## src/rtl/gelato_register_bank_arbiter_pkg.sv

```systemverilog
// Shared widths and the per-bank command record for the register bank arbiter.
// Machine-wide sizing macros default here when no global defines file provides them.
`ifndef WARP_NUM
`define WARP_NUM 8
`endif
`ifndef THREAD_NUM
`define THREAD_NUM 4
`endif
`ifndef DATA_WIDTH
`define DATA_WIDTH 8
`endif

package gelato_register_bank_arbiter_pkg;

  localparam int THREAD_NUM   = `THREAD_NUM;
  localparam int WARP_ID_W    = $clog2(`WARP_NUM);
  localparam int REG_ID_W     = 6;
  localparam int WARP_REG_W   = `THREAD_NUM * `DATA_WIDTH;
  localparam int BANK_NUM_DEF = 4;
  localparam int BANK_SEL_W   = $clog2(BANK_NUM_DEF);

  typedef struct packed {
    logic                  write;
    logic [WARP_ID_W-1:0]  warp;
    logic [REG_ID_W-1:0]   reg_id;
    logic [THREAD_NUM-1:0] mask;
    logic [WARP_REG_W-1:0] data;
  } bank_cmd_t;

endpackage

```

## src/rtl/gelato_register_bank_arbiter_if.sv

```systemverilog
// Operand-read, writeback and register-bank signal bundle.
// master = collectors/writeback/banks side, slave = the arbiter.
interface gelato_register_bank_arbiter_if
  import gelato_register_bank_arbiter_pkg::*;
#(
  parameter int BANK_NUM = 4,
  parameter int REQ_NUM  = 4
);

  logic [REQ_NUM-1:0]             rd_req_valid;
  logic [REQ_NUM-1:0]             rd_req_ready;
  logic [REQ_NUM*WARP_ID_W-1:0]   rd_req_warp;
  logic [REQ_NUM*REG_ID_W-1:0]    rd_req_reg;
  logic [REQ_NUM-1:0]             rd_rsp_valid;
  logic [REQ_NUM*WARP_REG_W-1:0]  rd_rsp_data;

  logic                           wr_req_valid;
  logic                           wr_req_ready;
  logic [WARP_ID_W-1:0]           wr_req_warp;
  logic [REG_ID_W-1:0]            wr_req_reg;
  logic [THREAD_NUM-1:0]          wr_req_mask;
  logic [WARP_REG_W-1:0]          wr_req_data;

  logic [BANK_NUM-1:0]            bank_write;
  logic [BANK_NUM*WARP_ID_W-1:0]  bank_warp;
  logic [BANK_NUM*REG_ID_W-1:0]   bank_reg;
  logic [BANK_NUM*THREAD_NUM-1:0] bank_mask;
  logic [BANK_NUM*WARP_REG_W-1:0] bank_wdata;
  logic [BANK_NUM*WARP_REG_W-1:0] bank_rdata;

  modport master (
    output rd_req_valid, rd_req_warp, rd_req_reg,
    output wr_req_valid, wr_req_warp, wr_req_reg, wr_req_mask, wr_req_data,
    output bank_rdata,
    input  rd_req_ready, rd_rsp_valid, rd_rsp_data, wr_req_ready,
    input  bank_write, bank_warp, bank_reg, bank_mask, bank_wdata
  );

  modport slave (
    input  rd_req_valid, rd_req_warp, rd_req_reg,
    input  wr_req_valid, wr_req_warp, wr_req_reg, wr_req_mask, wr_req_data,
    input  bank_rdata,
    output rd_req_ready, rd_rsp_valid, rd_rsp_data, wr_req_ready,
    output bank_write, bank_warp, bank_reg, bank_mask, bank_wdata
  );

endinterface

```

## src/rtl/gelato_register_bank_arbiter_rr.sv

```systemverilog
// N-way round-robin picker: first asserted request at or after ptr wins, one-hot grant.
module gelato_rr_arbiter #(
  parameter  int N     = 4,
  localparam int PTR_W = (N > 1) ? $clog2(N) : 1
) (
  input  logic [N-1:0]     req,
  input  logic [PTR_W-1:0] ptr,
  output logic [N-1:0]     grant
);

  logic             found;
  logic [PTR_W:0]   sum;
  logic [PTR_W-1:0] idx;

  always_comb begin
    grant = '0;
    found = 1'b0;
    sum   = '0;
    idx   = '0;
    for (int i = 0; i < N; i++) begin
      sum = {1'b0, ptr} + (PTR_W + 1)'(i);
      if (sum >= (PTR_W + 1)'(N)) sum = sum - (PTR_W + 1)'(N);
      idx = sum[PTR_W-1:0];
      if (!found && req[idx]) begin
        grant[idx] = 1'b1;
        found      = 1'b1;
      end
    end
  end

endmodule

```

## src/rtl/gelato_register_bank_arbiter.sv

```systemverilog
// Per-bank single-port arbitration between REQ_NUM operand reads and one writeback write,
// with write priority bounded by a per-bank starve counter and a one-cycle response path.
module gelato_register_bank_arbiter
  import gelato_register_bank_arbiter_pkg::*;
#(
  parameter int BANK_NUM     = 4,
  parameter int REQ_NUM      = 4,
  parameter int STARVE_LIMIT = 3
) (
  input logic                          clk,
  input logic                          rst,
  input logic                          rdy,
  gelato_register_bank_arbiter_if.slave bus
);

  localparam int SEL_W = (BANK_NUM > 1) ? $clog2(BANK_NUM) : 1;
  localparam int PTR_W = (REQ_NUM > 1) ? $clog2(REQ_NUM) : 1;
  localparam int CNT_W = $clog2(STARVE_LIMIT + 1);

  logic                 en;
  logic [WARP_ID_W-1:0] rq_warp [REQ_NUM];
  logic [REG_ID_W-1:0]  rq_reg  [REQ_NUM];
  logic [SEL_W-1:0]     rq_bank [REQ_NUM];
  logic [SEL_W-1:0]     wr_bank;

  logic [REQ_NUM-1:0]   tgt     [BANK_NUM];
  logic [REQ_NUM-1:0]   rd_gnt  [BANK_NUM];
  logic [PTR_W-1:0]     gnt_idx [BANK_NUM];
  logic [BANK_NUM-1:0]  any_rd;
  logic [BANK_NUM-1:0]  wr_take;
  logic [BANK_NUM-1:0]  rd_take;
  logic [REQ_NUM-1:0]   rd_ready;
  bank_cmd_t            cmd     [BANK_NUM];

  logic [PTR_W-1:0]     rr_ptr  [BANK_NUM];
  logic [CNT_W-1:0]     starve  [BANK_NUM];
  bank_cmd_t            held    [BANK_NUM];
  logic [REQ_NUM-1:0]   pend;
  logic [SEL_W-1:0]     pbank   [REQ_NUM];

  // Reset dominates rdy: no grants or responses while rst is high.
  assign en      = rdy & ~rst;
  assign wr_bank = bus.wr_req_reg[SEL_W-1:0];

  always_comb begin
    for (int r = 0; r < REQ_NUM; r++) begin
      rq_warp[r] = bus.rd_req_warp[r*WARP_ID_W +: WARP_ID_W];
      rq_reg[r]  = bus.rd_req_reg[r*REG_ID_W +: REG_ID_W];
      rq_bank[r] = rq_reg[r][SEL_W-1:0];
    end
  end

  always_comb begin
    any_rd  = '0;
    wr_take = '0;
    for (int b = 0; b < BANK_NUM; b++) begin
      tgt[b] = '0;
      for (int r = 0; r < REQ_NUM; r++)
        tgt[b][r] = bus.rd_req_valid[r] && (rq_bank[r] == SEL_W'(b));
      any_rd[b]  = |tgt[b];
      wr_take[b] = en && bus.wr_req_valid && (wr_bank == SEL_W'(b)) &&
                   !((starve[b] == CNT_W'(STARVE_LIMIT)) && any_rd[b]);
    end
  end

  for (genvar b = 0; b < BANK_NUM; b++) begin : g_bank
    logic [REQ_NUM-1:0] arb_req;
    assign arb_req = (en && !wr_take[b]) ? tgt[b] : '0;
    gelato_rr_arbiter #(.N(REQ_NUM)) u_rr (
      .req   (arb_req),
      .ptr   (rr_ptr[b]),
      .grant (rd_gnt[b])
    );
  end

  always_comb begin
    rd_ready = '0;
    rd_take  = '0;
    for (int b = 0; b < BANK_NUM; b++) begin
      gnt_idx[b] = '0;
      rd_take[b] = |rd_gnt[b];
      rd_ready   = rd_ready | rd_gnt[b];
      for (int r = 0; r < REQ_NUM; r++)
        if (rd_gnt[b][r]) gnt_idx[b] = PTR_W'(r);
    end
  end

  // Idle banks re-present the last address as a harmless read.
  always_comb begin
    for (int b = 0; b < BANK_NUM; b++) begin
      cmd[b]       = held[b];
      cmd[b].write = 1'b0;
      if (wr_take[b]) begin
        cmd[b].write  = 1'b1;
        cmd[b].warp   = bus.wr_req_warp;
        cmd[b].reg_id = bus.wr_req_reg;
        cmd[b].mask   = bus.wr_req_mask;
        cmd[b].data   = bus.wr_req_data;
      end else if (rd_take[b]) begin
        cmd[b].warp   = rq_warp[gnt_idx[b]];
        cmd[b].reg_id = rq_reg[gnt_idx[b]];
      end
      if (rst) cmd[b] = '0;
    end
  end

  always_comb begin
    bus.bank_write = '0;
    bus.bank_warp  = '0;
    bus.bank_reg   = '0;
    bus.bank_mask  = '0;
    bus.bank_wdata = '0;
    for (int b = 0; b < BANK_NUM; b++) begin
      bus.bank_write[b]                            = cmd[b].write;
      bus.bank_warp[b*WARP_ID_W +: WARP_ID_W]      = cmd[b].warp;
      bus.bank_reg[b*REG_ID_W +: REG_ID_W]         = cmd[b].reg_id;
      bus.bank_mask[b*THREAD_NUM +: THREAD_NUM]    = cmd[b].mask;
      bus.bank_wdata[b*WARP_REG_W +: WARP_REG_W]   = cmd[b].data;
    end
  end

  always_comb begin
    bus.rd_rsp_data = '0;
    for (int r = 0; r < REQ_NUM; r++)
      for (int b = 0; b < BANK_NUM; b++)
        if (pbank[r] == SEL_W'(b))
          bus.rd_rsp_data[r*WARP_REG_W +: WARP_REG_W] = bus.bank_rdata[b*WARP_REG_W +: WARP_REG_W];
  end

  assign bus.rd_req_ready = rd_ready;
  assign bus.wr_req_ready = |wr_take;
  assign bus.rd_rsp_valid = pend & {REQ_NUM{en}};

  always_ff @(posedge clk) begin
    if (rst) begin
      pend <= '0;
      for (int r = 0; r < REQ_NUM; r++) pbank[r] <= '0;
      for (int b = 0; b < BANK_NUM; b++) begin
        rr_ptr[b] <= '0;
        starve[b] <= '0;
        held[b]   <= '0;
      end
    end else if (rdy) begin
      pend <= rd_ready;
      for (int r = 0; r < REQ_NUM; r++)
        if (rd_ready[r]) pbank[r] <= rq_bank[r];
      for (int b = 0; b < BANK_NUM; b++) begin
        held[b] <= cmd[b];
        if (rd_take[b]) begin
          rr_ptr[b] <= (gnt_idx[b] == PTR_W'(REQ_NUM - 1)) ? '0 : gnt_idx[b] + 1'b1;
          starve[b] <= '0;
        end else if (!any_rd[b]) begin
          starve[b] <= '0;
        end else if (wr_take[b] && (starve[b] != CNT_W'(STARVE_LIMIT))) begin
          starve[b] <= starve[b] + 1'b1;
        end
      end
    end
  end

endmodule

```

## src/flat_wrapper.sv

```systemverilog
// flat-port wrapper written by rule: the top's interface ports become plain ports
module gelato_register_bank_arbiter_flat import gelato_register_bank_arbiter_pkg::*;
#(
  parameter int BANK_NUM     = 4,
  parameter int REQ_NUM      = 4,
  parameter int STARVE_LIMIT = 3
)
  (clk, rst, rdy, bus_rd_req_valid, bus_rd_req_warp, bus_rd_req_reg, bus_wr_req_valid, bus_wr_req_warp, bus_wr_req_reg, bus_wr_req_mask, bus_wr_req_data, bus_bank_rdata, bus_rd_req_ready, bus_rd_rsp_valid, bus_rd_rsp_data, bus_wr_req_ready, bus_bank_write, bus_bank_warp, bus_bank_reg, bus_bank_mask, bus_bank_wdata);
  gelato_register_bank_arbiter_if #(.BANK_NUM(BANK_NUM), .REQ_NUM(REQ_NUM)) bus_i ();
  input logic clk;
  input logic rst;
  input logic rdy;
  input wire logic [$bits(bus_i.rd_req_valid)-1:0] bus_rd_req_valid;
  input wire logic [$bits(bus_i.rd_req_warp)-1:0] bus_rd_req_warp;
  input wire logic [$bits(bus_i.rd_req_reg)-1:0] bus_rd_req_reg;
  input wire logic [$bits(bus_i.wr_req_valid)-1:0] bus_wr_req_valid;
  input wire logic [$bits(bus_i.wr_req_warp)-1:0] bus_wr_req_warp;
  input wire logic [$bits(bus_i.wr_req_reg)-1:0] bus_wr_req_reg;
  input wire logic [$bits(bus_i.wr_req_mask)-1:0] bus_wr_req_mask;
  input wire logic [$bits(bus_i.wr_req_data)-1:0] bus_wr_req_data;
  input wire logic [$bits(bus_i.bank_rdata)-1:0] bus_bank_rdata;
  output wire logic [$bits(bus_i.rd_req_ready)-1:0] bus_rd_req_ready;
  output wire logic [$bits(bus_i.rd_rsp_valid)-1:0] bus_rd_rsp_valid;
  output wire logic [$bits(bus_i.rd_rsp_data)-1:0] bus_rd_rsp_data;
  output wire logic [$bits(bus_i.wr_req_ready)-1:0] bus_wr_req_ready;
  output wire logic [$bits(bus_i.bank_write)-1:0] bus_bank_write;
  output wire logic [$bits(bus_i.bank_warp)-1:0] bus_bank_warp;
  output wire logic [$bits(bus_i.bank_reg)-1:0] bus_bank_reg;
  output wire logic [$bits(bus_i.bank_mask)-1:0] bus_bank_mask;
  output wire logic [$bits(bus_i.bank_wdata)-1:0] bus_bank_wdata;
  assign bus_i.rd_req_valid = bus_rd_req_valid;
  assign bus_i.rd_req_warp = bus_rd_req_warp;
  assign bus_i.rd_req_reg = bus_rd_req_reg;
  assign bus_i.wr_req_valid = bus_wr_req_valid;
  assign bus_i.wr_req_warp = bus_wr_req_warp;
  assign bus_i.wr_req_reg = bus_wr_req_reg;
  assign bus_i.wr_req_mask = bus_wr_req_mask;
  assign bus_i.wr_req_data = bus_wr_req_data;
  assign bus_i.bank_rdata = bus_bank_rdata;
  assign bus_rd_req_ready = bus_i.rd_req_ready;
  assign bus_rd_rsp_valid = bus_i.rd_rsp_valid;
  assign bus_rd_rsp_data = bus_i.rd_rsp_data;
  assign bus_wr_req_ready = bus_i.wr_req_ready;
  assign bus_bank_write = bus_i.bank_write;
  assign bus_bank_warp = bus_i.bank_warp;
  assign bus_bank_reg = bus_i.bank_reg;
  assign bus_bank_mask = bus_i.bank_mask;
  assign bus_bank_wdata = bus_i.bank_wdata;
  gelato_register_bank_arbiter #(.BANK_NUM(BANK_NUM), .REQ_NUM(REQ_NUM), .STARVE_LIMIT(STARVE_LIMIT)) u_core (.clk(clk), .rst(rst), .rdy(rdy), .bus(bus_i));
endmodule
```

## config.mk

```make
export PLATFORM = sky130hd
export DESIGN_NAME = gelato_register_bank_arbiter_flat
export DESIGN_NICKNAME = d
export VERILOG_FILES = /design/src/rtl/gelato_register_bank_arbiter_pkg.sv /design/src/rtl/gelato_register_bank_arbiter_if.sv /design/src/rtl/gelato_register_bank_arbiter_rr.sv /design/src/rtl/gelato_register_bank_arbiter.sv /design/src/flat_wrapper.sv
export SDC_FILE = /design/constraint.sdc
export NUM_CORES = 1
export LEC_CHECK = 0
export CAP_MARGIN = 10
export CORE_AREA = 2 2 208 210
export DETAILED_ROUTE_END_ITERATION = 16
export DIE_AREA = 0 0 210 212
export PLACE_DENSITY = 0.81
export SETUP_SLACK_MARGIN = 0.15
export SLEW_MARGIN = 0
export SYNTH_ARGS = -nofsm -noshare
export SYNTH_HDL_FRONTEND = slang
export SYNTH_SLANG_ARGS = --single-unit
```

## constraint.sdc

```tcl
create_clock -name clk -period 23.2 [get_ports clk]
set_input_delay 6.96 -clock clk [delete_from_list [all_inputs] [get_ports clk]]
set_output_delay 6.96 -clock clk [all_outputs]
set_load 0.05 [all_outputs]
```

==> summary.txt <==
Die
  – Core area: 42500 sq um
  – Top Ports: 538
  – Die X: 210 microns
  – Starting Density: 0.417
  – Die Span Y: 212 microns
  – Row count: 76
  – DIE AREA: 44500 sq um

Yosys
  – Compound-cell area share of the yosys netlist: 0.131
  – Simple-Gate Fraction of Synth Area: 0.271
  – Yosys warns: 0
  – Post-synth EDFFs: 204
  – Ys async rst share: 0
  – Post-synth top cells: nand2_1 (325), edfxtp_1 (204), and2_1 (154), mux4_2 (129), nand3_1 (120)
  – Synthesized area: 17700 sq um
  – Synth Register Bits: 208
  – Adder-Cell Fraction of Synth Area: 0.0219
  – Synth area leader: edfxtp_1
  – Largest cells by area after synthesis: edfxtp_1 (35%), mux4_2 (16%), nand2_1 (6.9%)
  – Post-synth cell types: 93
  – Largest family of logic cells by synthesized area: simple AND/OR/NAND/NOR gates
  – Seq/Total Area, Yosys: 0.350
  – Post-synth net total: 2049
  – XOR/XNOR Fraction of Synth Area: 0
  – Avg Synthesized Cell Area: 9.84 sq um
  – Ys flop type: edfxtp_1
  – Mux share of post-synthesis cell area: 0.182
  – Most common cell in the synthesized netlist: nand2_1
  – Share of the synthesized area in the top cell type: 0.346
  – Post-Synthesis Cells: 1801

Global routing
  – Initial antenna violation count: 3
  – Vias in the first global route: 17300
  – Total gr overflow: 0
  – Global-route wire length before repair: 108 mm
  – Tot GR Track Use: 0.316
  – Largest net degree at the start of global routing: 113

Clock network
  – Clock sink total: 208
  – CTS max path bufs: 3
  – CTS tree: yes
  – Setup Fix Bufs, Post-CTS: 0
  – H-tree levels: 1
  – CTS hold repair buffers: 0
  – CTS buffer count: 26
  – Clk slew on worst S/H paths: 60 ps
  – CTS Root Cell: clkbuf_16
  – Post-CTS sizing: 0
  – Clock Latency Late Sink: 550 ps

Detailed routing
  – Post-DR wirelength/cell: 26.2 microns
  – Final WL: 73.5 mm
  – Routed via count: 17900
  – Drt via density: 6.38
  – Drt initial violations: 2196
  – Post-route ant nets: 0
  – Remaining DRCs: 0
  – TritonRoute pass-1 iters: 5

Layout
  – Area Overhead vs Synth: 36.4%
  – Fill count: 3634
  – Layout net count: 2488
  – Fraction of layout cells with a size suffix above 1: 0.109

Status
  – Status: complete, no violations

Placement
  – GPL Wtd Cong: 1.02
  – PortBufs: 537
  – Post-DP HPWL: 51.6 mm
  – Pre-CTS setup slack: 4240 ps

STA
  – Setup_tns: 0 ps
  – Final WS setup: 4060 ps
  – Clock skew: 18.8 ps
  – Final Max Tran Viols: 0
  – Tmin final: 19140 ps
  – Hold Fails Final Rpt: 0
  – Worst-margin pin slew: 1430 ps
  – Final worst path period share: 0.825
  – Final setup fails: 0
  – Fmax: 52.2 MHz
  – RSZ-0062 raised after global routing: false
  – Worst slew margin: 0.0495

Job
  – Maxcap violations: 0

Critical path
  – Slowest-stage cell, CP: a221oi_2
  – Critical Path AT: 12180 ps
  – Largest stage delay on the critical path: 1180 ps
  – CP Cell Sequence: clkdlybuf4s50_1 -> nand4bb_1 -> a2111oi_0 -> or2_1 -> nor4_2 -> a221oi_2 -> nor2_1 -> a211o_1 -> a211oi_1 -> clkdlybuf4s50_1
  – CP required: 16240 ps
  – Nature of the critical path endpoint: primary output
  – Setup crit start kind: input pin
  – Crit-path most repeated cell: clkdlybuf4s50_1
  – Crit Path Category: input pin to primary output
  – CP Max Fanout: 17

Pwr
  – Max IR drop VDD: 0.0576 mV
  – Leakage: 9.13 nW
  – Pwr Total: 1.45 mW
  – Power Density: 60.1 nW/um^2

Min path
  – Hold Path Class: flop to flop
==> placed cells by master, fill, tap and decap left out, drive strengths merged, types with 15 or more instances in the layout <==
cell type / count
nor3: 57
a211oi: 28
nand3: 120
nand3b: 18
and2: 155
mux4: 129
a221oi: 20
edfxtp: 204
a31oi: 17
nor4: 27
o211ai: 15
inv: 37
buf: 31
clkdlybuf4s50: 535
o21ai: 27
clkbuf: 40
nand2: 325
ha: 31
a21boi: 15
a21oi: 51
mux2i: 20
nor3b: 16
nor2: 82
a211o: 17
==> per-layer routing <==
layer	GRT usage	routed length (microns)	vias to the layer above
li1	-	-	7796
met4	0.179	4540	0
met1	0.392	26700	8652
met2	0.496	33400	1208
met5	0	0	-
met3	0.0926	8790	258
==> sequential cells by signal (all words and copies together) (netlist names) <==
register	cells
u_core.rr_ptr	8
u_core.starve	8
u_core.held	180
u_core.pend	4
u_core.pbank	8
==> report_power, final <==
group          switching, mW  leakage [nW]  internal [mW]
Sequential            0.0110          2.28          0.440
Clock                  0.164         0.376          0.224
Combinational          0.392          6.47          0.222
Total                  0.568          9.13          0.886
==> metrics by stage <==
step                hold slack [ps]  utilization  area (sq um)  std cells
floorplan                       414            -         17700       1801
global placement                428        0.550         23400       2758
detailed placement              431        0.550         23400       2758
CTS                             441        0.569         24200       2803
global route                    464        0.569         24200       2806
finish                          441        0.569         24200       2806
==> logic make-up (layout without fill, tap and decap cells) <==
logic type	count (synthesis)	after routing
buffers and inverters	195	651
and+or+nand+nor	913	913
AOI/OAI and AO/OA	295	295
muxes	159	159
other	0	3
DFF	208	208
adders and majority gates	31	31
==> worst max-delay path, delay by kind of cell <==
kind | cells | cell delay [ps]
AOI/OAI and AO/OA | 4 | 2620
and+or+nand+nor | 4 | 730
buffers and inverters | 2 | 1840
==> worst paths after layout <==
| check | from | endpoint | cells after the start | slack (ps) |
|---|---|---|---|---|
| worst max register to register | u_core.rr_ptr[0][6] | u_core.starve[3][0] | 9 | 18520 |
| worst min-delay path | u_core.pend[1] | u_core.pend[1] | 2 | 440 |
| worst min register to register | u_core.pend[1] | u_core.pend[1] | 2 | 440 |
| worst max-delay path | bus_rd_req_valid[0] | bus_bank_reg[8] | 10 | 4060 |
==> area by class of cell <==
class | instances | area, sq um | share of cell area
repair buffers | 566 | 5590 | 0.231
inverters | 40 | 159 | 0.00657
flip-flops and latches | 208 | 6210 | 0.257
clock inverters | 5 | 52.6 | 0.00217
clock buffers | 40 | 724 | 0.0300
diodes | 3 | 7.51 | 0.000310
well taps | 546 | 683 | 0.0283
multi-input cells | 1398 | 10800 | 0.445
No activity file was read; power rests on OpenSTA's default activity.
